File: src/rtl/mult_acc_if.sv
// +----------------------------------------------------------------------+
// | mult_acc_if : handshake/result bundle between the product source and   |
// |               the mult_acc accumulator.                                |
// | Revision    : 1.0  initial release                                    |
// +----------------------------------------------------------------------+
`default_nettype none

interface mult_acc_if #(
    parameter int ACC_W = 6
);
    logic             start;
    logic [3:0]       LEN;
    logic             P_valid;
    logic [3:0]       P;
    logic             P_ready;
    logic [ACC_W-1:0] SUM;
    logic             busy;
    logic             done;
    logic             OVF;

    modport master (
        output start, LEN, P_valid, P,
        input  P_ready, SUM, busy, done, OVF
    );

    modport slave (
        input  start, LEN, P_valid, P,
        output P_ready, SUM, busy, done, OVF
    );
endinterface

`default_nettype wire

File: src/rtl/mult_acc.sv
// +----------------------------------------------------------------------+
// | mult_acc : accumulates LEN products from a 2x2-bit multiplier stage,   |
// |            with sticky overflow flag. MULT_ACC_SAT_EN selects         |
// |            saturating (defined) or wrapping (undefined) arithmetic.   |
// | Revision : 1.0  initial release                                       |
// +----------------------------------------------------------------------+
`default_nettype none

module mult_acc #(
    parameter int ACC_W = 6
) (
    input  wire          clk,
    input  wire          rst_n,
    mult_acc_if.slave    bus
);

    typedef enum logic [1:0] {
        S_IDLE = 2'd0,
        S_ACC  = 2'd1,
        S_DONE = 2'd2
    } state_t;

    state_t           state_q, state_d;
    logic [ACC_W-1:0] sum_q,   sum_d;
    logic             ovf_q,   ovf_d;
    logic [3:0]       rem_q,   rem_d;
    logic [ACC_W:0]   sum_ext;

    always_ff @(posedge clk) begin
        if (!rst_n) begin
            state_q <= S_IDLE;
            sum_q   <= '0;
            ovf_q   <= 1'b0;
            rem_q   <= 4'd0;
        end else begin
            state_q <= state_d;
            sum_q   <= sum_d;
            ovf_q   <= ovf_d;
            rem_q   <= rem_d;
        end
    end

    // One extra bit of headroom: its carry-out is the overflow indication.
    assign sum_ext = {1'b0, sum_q} + {{(ACC_W-3){1'b0}}, bus.P};

    always_comb begin
        state_d = state_q;
        sum_d   = sum_q;
        ovf_d   = ovf_q;
        rem_d   = rem_q;

        case (state_q)
            S_IDLE: begin
                if (bus.start) begin
                    sum_d   = '0;
                    ovf_d   = 1'b0;
                    rem_d   = bus.LEN;
                    state_d = (bus.LEN != 4'd0) ? S_ACC : S_DONE;
                end
            end
            S_ACC: begin
                if (bus.P_valid) begin
`ifdef MULT_ACC_SAT_EN
                    // Once saturated, the run stays pinned at full scale.
                    if (sum_ext[ACC_W] || ovf_q) begin
                        sum_d = '1;
                    end else begin
                        sum_d = sum_ext[ACC_W-1:0];
                    end
`else
                    sum_d = sum_ext[ACC_W-1:0];
`endif
                    ovf_d = ovf_q | sum_ext[ACC_W];
                    rem_d = rem_q - 4'd1;
                    if (rem_q == 4'd1) begin
                        state_d = S_DONE;
                    end
                end
            end
            S_DONE: begin
                state_d = S_IDLE;
            end
            default: begin
                state_d = S_IDLE;
            end
        endcase
    end

    assign bus.P_ready = (state_q == S_ACC);
    assign bus.busy    = (state_q == S_ACC) || (state_q == S_DONE);
    assign bus.done    = (state_q == S_DONE);
    assign bus.SUM     = sum_q;
    assign bus.OVF     = ovf_q;

endmodule

`default_nettype wire
File: src/flat_wrapper.sv
// flat-port wrapper written by rule: the top's interface ports become plain ports
module mult_acc_flat 
#(
    parameter int ACC_W = 6
)
  (clk, rst_n, bus_start, bus_LEN, bus_P_valid, bus_P, bus_P_ready, bus_SUM, bus_busy, bus_done, bus_OVF);
  mult_acc_if #(.ACC_W(ACC_W)) bus_i ();
  input  wire clk;
  input  wire rst_n;
  input wire logic [$bits(bus_i.start)-1:0] bus_start;
  input wire logic [$bits(bus_i.LEN)-1:0] bus_LEN;
  input wire logic [$bits(bus_i.P_valid)-1:0] bus_P_valid;
  input wire logic [$bits(bus_i.P)-1:0] bus_P;
  output wire logic [$bits(bus_i.P_ready)-1:0] bus_P_ready;
  output wire logic [$bits(bus_i.SUM)-1:0] bus_SUM;
  output wire logic [$bits(bus_i.busy)-1:0] bus_busy;
  output wire logic [$bits(bus_i.done)-1:0] bus_done;
  output wire logic [$bits(bus_i.OVF)-1:0] bus_OVF;
  assign bus_i.start = bus_start;
  assign bus_i.LEN = bus_LEN;
  assign bus_i.P_valid = bus_P_valid;
  assign bus_i.P = bus_P;
  assign bus_P_ready = bus_i.P_ready;
  assign bus_SUM = bus_i.SUM;
  assign bus_busy = bus_i.busy;
  assign bus_done = bus_i.done;
  assign bus_OVF = bus_i.OVF;
  mult_acc #(.ACC_W(ACC_W)) u_core (.clk(clk), .rst_n(rst_n), .bus(bus_i));
endmodule
File: config.mk
export PLATFORM = sky130hd
export DESIGN_NAME = mult_acc_flat
export DESIGN_NICKNAME = d
export VERILOG_FILES = /design/src/rtl/mult_acc_if.sv /design/src/rtl/mult_acc.sv /design/src/flat_wrapper.sv
export SDC_FILE = /design/constraint.sdc
export NUM_CORES = 1
export LEC_CHECK = 0
export ABC_AREA = 1
export CAP_MARGIN = 20
export CORE_MARGIN = 5
export CORE_UTILIZATION = 47
export DETAILED_ROUTE_END_ITERATION = 8
export GPL_TIMING_DRIVEN = 0
export HOLD_SLACK_MARGIN = 0.03
export MAX_ROUTING_LAYER = met4
export PLACE_DENSITY_LB_ADDON = 0.12
export SLEW_MARGIN = 25
export SYNTH_ARGS = -nofsm -noshare
export SYNTH_HDL_FRONTEND = slang
export SYNTH_SLANG_ARGS = --single-unit
File: constraint.sdc
create_clock -name clk -period 2 [get_ports clk]
set_input_delay 0.5 -clock clk [delete_from_list [all_inputs] [get_ports clk]]
set_output_delay 0.5 -clock clk [all_outputs]
set_load 0.005 [all_outputs]
==> metrics <==
P per Cell Area=1120 nW/um^2; Setup Skew=3.76 ps; combined area of the multi-input logic cells=513 sq um; post-DP HPWL=1430 microns; Post-DP Area=1100 sq um; Layout Nets=167; LEAKAGE=0.514 nW; synth unique cells=22; met3 Use GR=5.13%; die width=52.7 microns; crit path cell chain=inv_1 > ha_4 > clkdlybuf4s50_1; post-synthesis sequential area ratio=30.4%; HP Class=flip-flop to flip-flop; IO buf count=21; total congestion overflow=0; slowest stage cell, crit path=clkdlybuf4s50_1; Post-route DRC=0; vias in the first global route=800; first-pass GRT wire length=3040 microns; utilization of the core after routing=66.2%; RSZ-0062 raised after global routing=no; most frequent cells in the layout=nand2_1 (28), clkdlybuf4s50_1 (20), inv_1 (19), a21oi_1 (13), dfxtp_1 (11); M1 GR Usage=17.2%; CP peak stage delay=510 ps; drt pass-1 iters=2; die area=2770 sq um; Cells after Synth=119; layout cells sized above 1=11.8%; Syn Nets=141; routability cong.=0.840; Final period util=95.5%; core area=1730 sq um; Layout Cells excl Fill=169; clk slew on worst S/H paths=80 ps; postcts setup bufs=0; placed insts=165; worst slew pin tran=379 ps; register area=265 sq um; worst hold path startpoint=u_core.bus.OVF$_SDFFE_PN0P_; TritonCTS clock tree=yes; Fillers=158; setup tns final=0 ps; H-tree depth=1; f_max=524 MHz; worst rel slew slack=74.4%; Critical path buffers and inverters=2; CP Launch Point=u_core.state_q[1]$_SDFFE_PN0P_; Syn Area/Cell=7.19 sq um; Crit Path Class=flip-flop to output pin; met2 usage=25.2%; die height=52.7 microns; DRT antenna net count=0; Std-Cell Rows=15; initial DRC count=11; Hold Vio Cnt, Final=0; busiest grt layer=met2; CP arrival=1410 ps; Yosys reg bits=13; peak supply drop=736 uV; Clk Latency, worst-skew pair=270 ps; CP endpoint kind=output pin; Max Cap Viol=0; starting density of the core=49.6%; I/O pin cnt=22; Critical Path RT=1500 ps; Worst path top cell family by delay=buffers and inverters; antenna violations before repair=0; CP Launch Type=flip-flop; FF-to-FF Start=u_core.bus.SUM[0]$_SDFFE_PN0P_; n_diodes=0; Vias/cell=4.80; Num CTS Buffers=3; routed len/inst=10.6 microns; fin crit period=1910 ps; area delta synth->final=33.6%; post-route cell area=1140 sq um; most common cell after layout, fill and taps aside=nand2_1; total track usage=15.0%; Design Power=1.29 mW; clock sinks=13; outcome=complete, no violations; Routed WL=1780 microns; max-slew violations=0; Crit Path Max Fanout=8; largest net degree at the start of global routing=11; root buf cell=clkbuf_4; count of final setup violators=0; Vias=812; Netlist Area Pre-Place=856 sq um; Max clock buf depth=2; YS warnings=0
per-layer routing:
layer	wire length, microns	part of all wire (%)	vias up
li1	-	-	433
met1	872	49	366
met2	852	48	11
met3	51	2.9	2
met4	6	0.34	0
met5	0	0	-
final timing paths:
kind / to / slack, ps / depth (start not counted)
max: bus_P_ready / 90 / 3
min reg2reg: u_core.bus.OVF$_SDFFE_PN0P_ / 460 / 2
max reg2reg: u_core.bus.SUM[4]$_SDFFE_PN0P_ / 440 / 6
min: u_core.bus.OVF$_SDFFE_PN0P_ / 460 / 2
cells by family after synthesis:
group	count (synthesis)	share of synthesized area (%)
AND/OR/NAND/NOR	48	25.1
AO/OA/AOI/OAI	24	15.8
buffers and inverters	22	11.1
flip-flops	13	30.4
adder cells (fa/ha/maj)	10	15.5
XOR/XNOR	2	2.05
registers in the layout, indices dropped and copies added (netlist names):
name,count
u_core.bus.OVF,1
u_core.bus.SUM,6
u_core.rem_q,4
u_core.state_q,2
through the flow:
| stage | hold WS [ps] | setup WS (ps) |
|---|---|---|
| after detailed placement | 446 | -141 |
| after floorplan | 447 | 385 |
| final | 461 | 90.6 |
| after CTS | 460 | -2.56 |
| after global routing | 504 | 7.13 |
| after global placement | 441 | -148 |
worst register-to-register path: cells and delay by family (launching register included):
kind,cells,cell delay (ps)
adder cells (fa/ha/maj),2,630
AO/OA/AOI/OAI,3,450
flip-flops,1,330
AND/OR/NAND/NOR,1,50
report_power, final:
group	total [mW]	switching (mW)	internal, mW	leakage (nW)
Combinational	0.734	0.408	0.326	0.391
Sequential	0.396	0.0616	0.335	0.107
Clock	0.156	0.0783	0.0772	0.0150
timing repair:
item	CTS	global route
gates resized for setup	1	5
hold buffers	0	0
setup endpoints to repair	1	2
area by class of cell:
type,instances,area share [%]
clock buffer,4,2.30
timing repair buffer,21,18.6
inverter,21,7.33
multi-input combinational,84,44.9
sequential,13,23.2
tap,25,2.74
buffer,1,0.985
cell usage after synthesis (all sizes together):
| master | number | share of area [%] |
|---|---|---|
| ha | 9 | 13 |
| nor3 | 1 | 0.58 |
| nand2 | 29 | 13 |
| a21oi | 15 | 9.6 |
| o21ai | 9 | 6.1 |
| fa | 1 | 2.3 |
| clkinv | 1 | 1.0 |
| nor2 | 7 | 4.2 |
| dfxtp | 13 | 30 |
| inv | 20 | 8.8 |
| nand4 | 2 | 1.5 |
| buf | 1 | 1.3 |
| xor2 | 2 | 2.0 |
| nand3 | 9 | 5.8 |
Note: power is estimated with default switching activity, not from simulation.
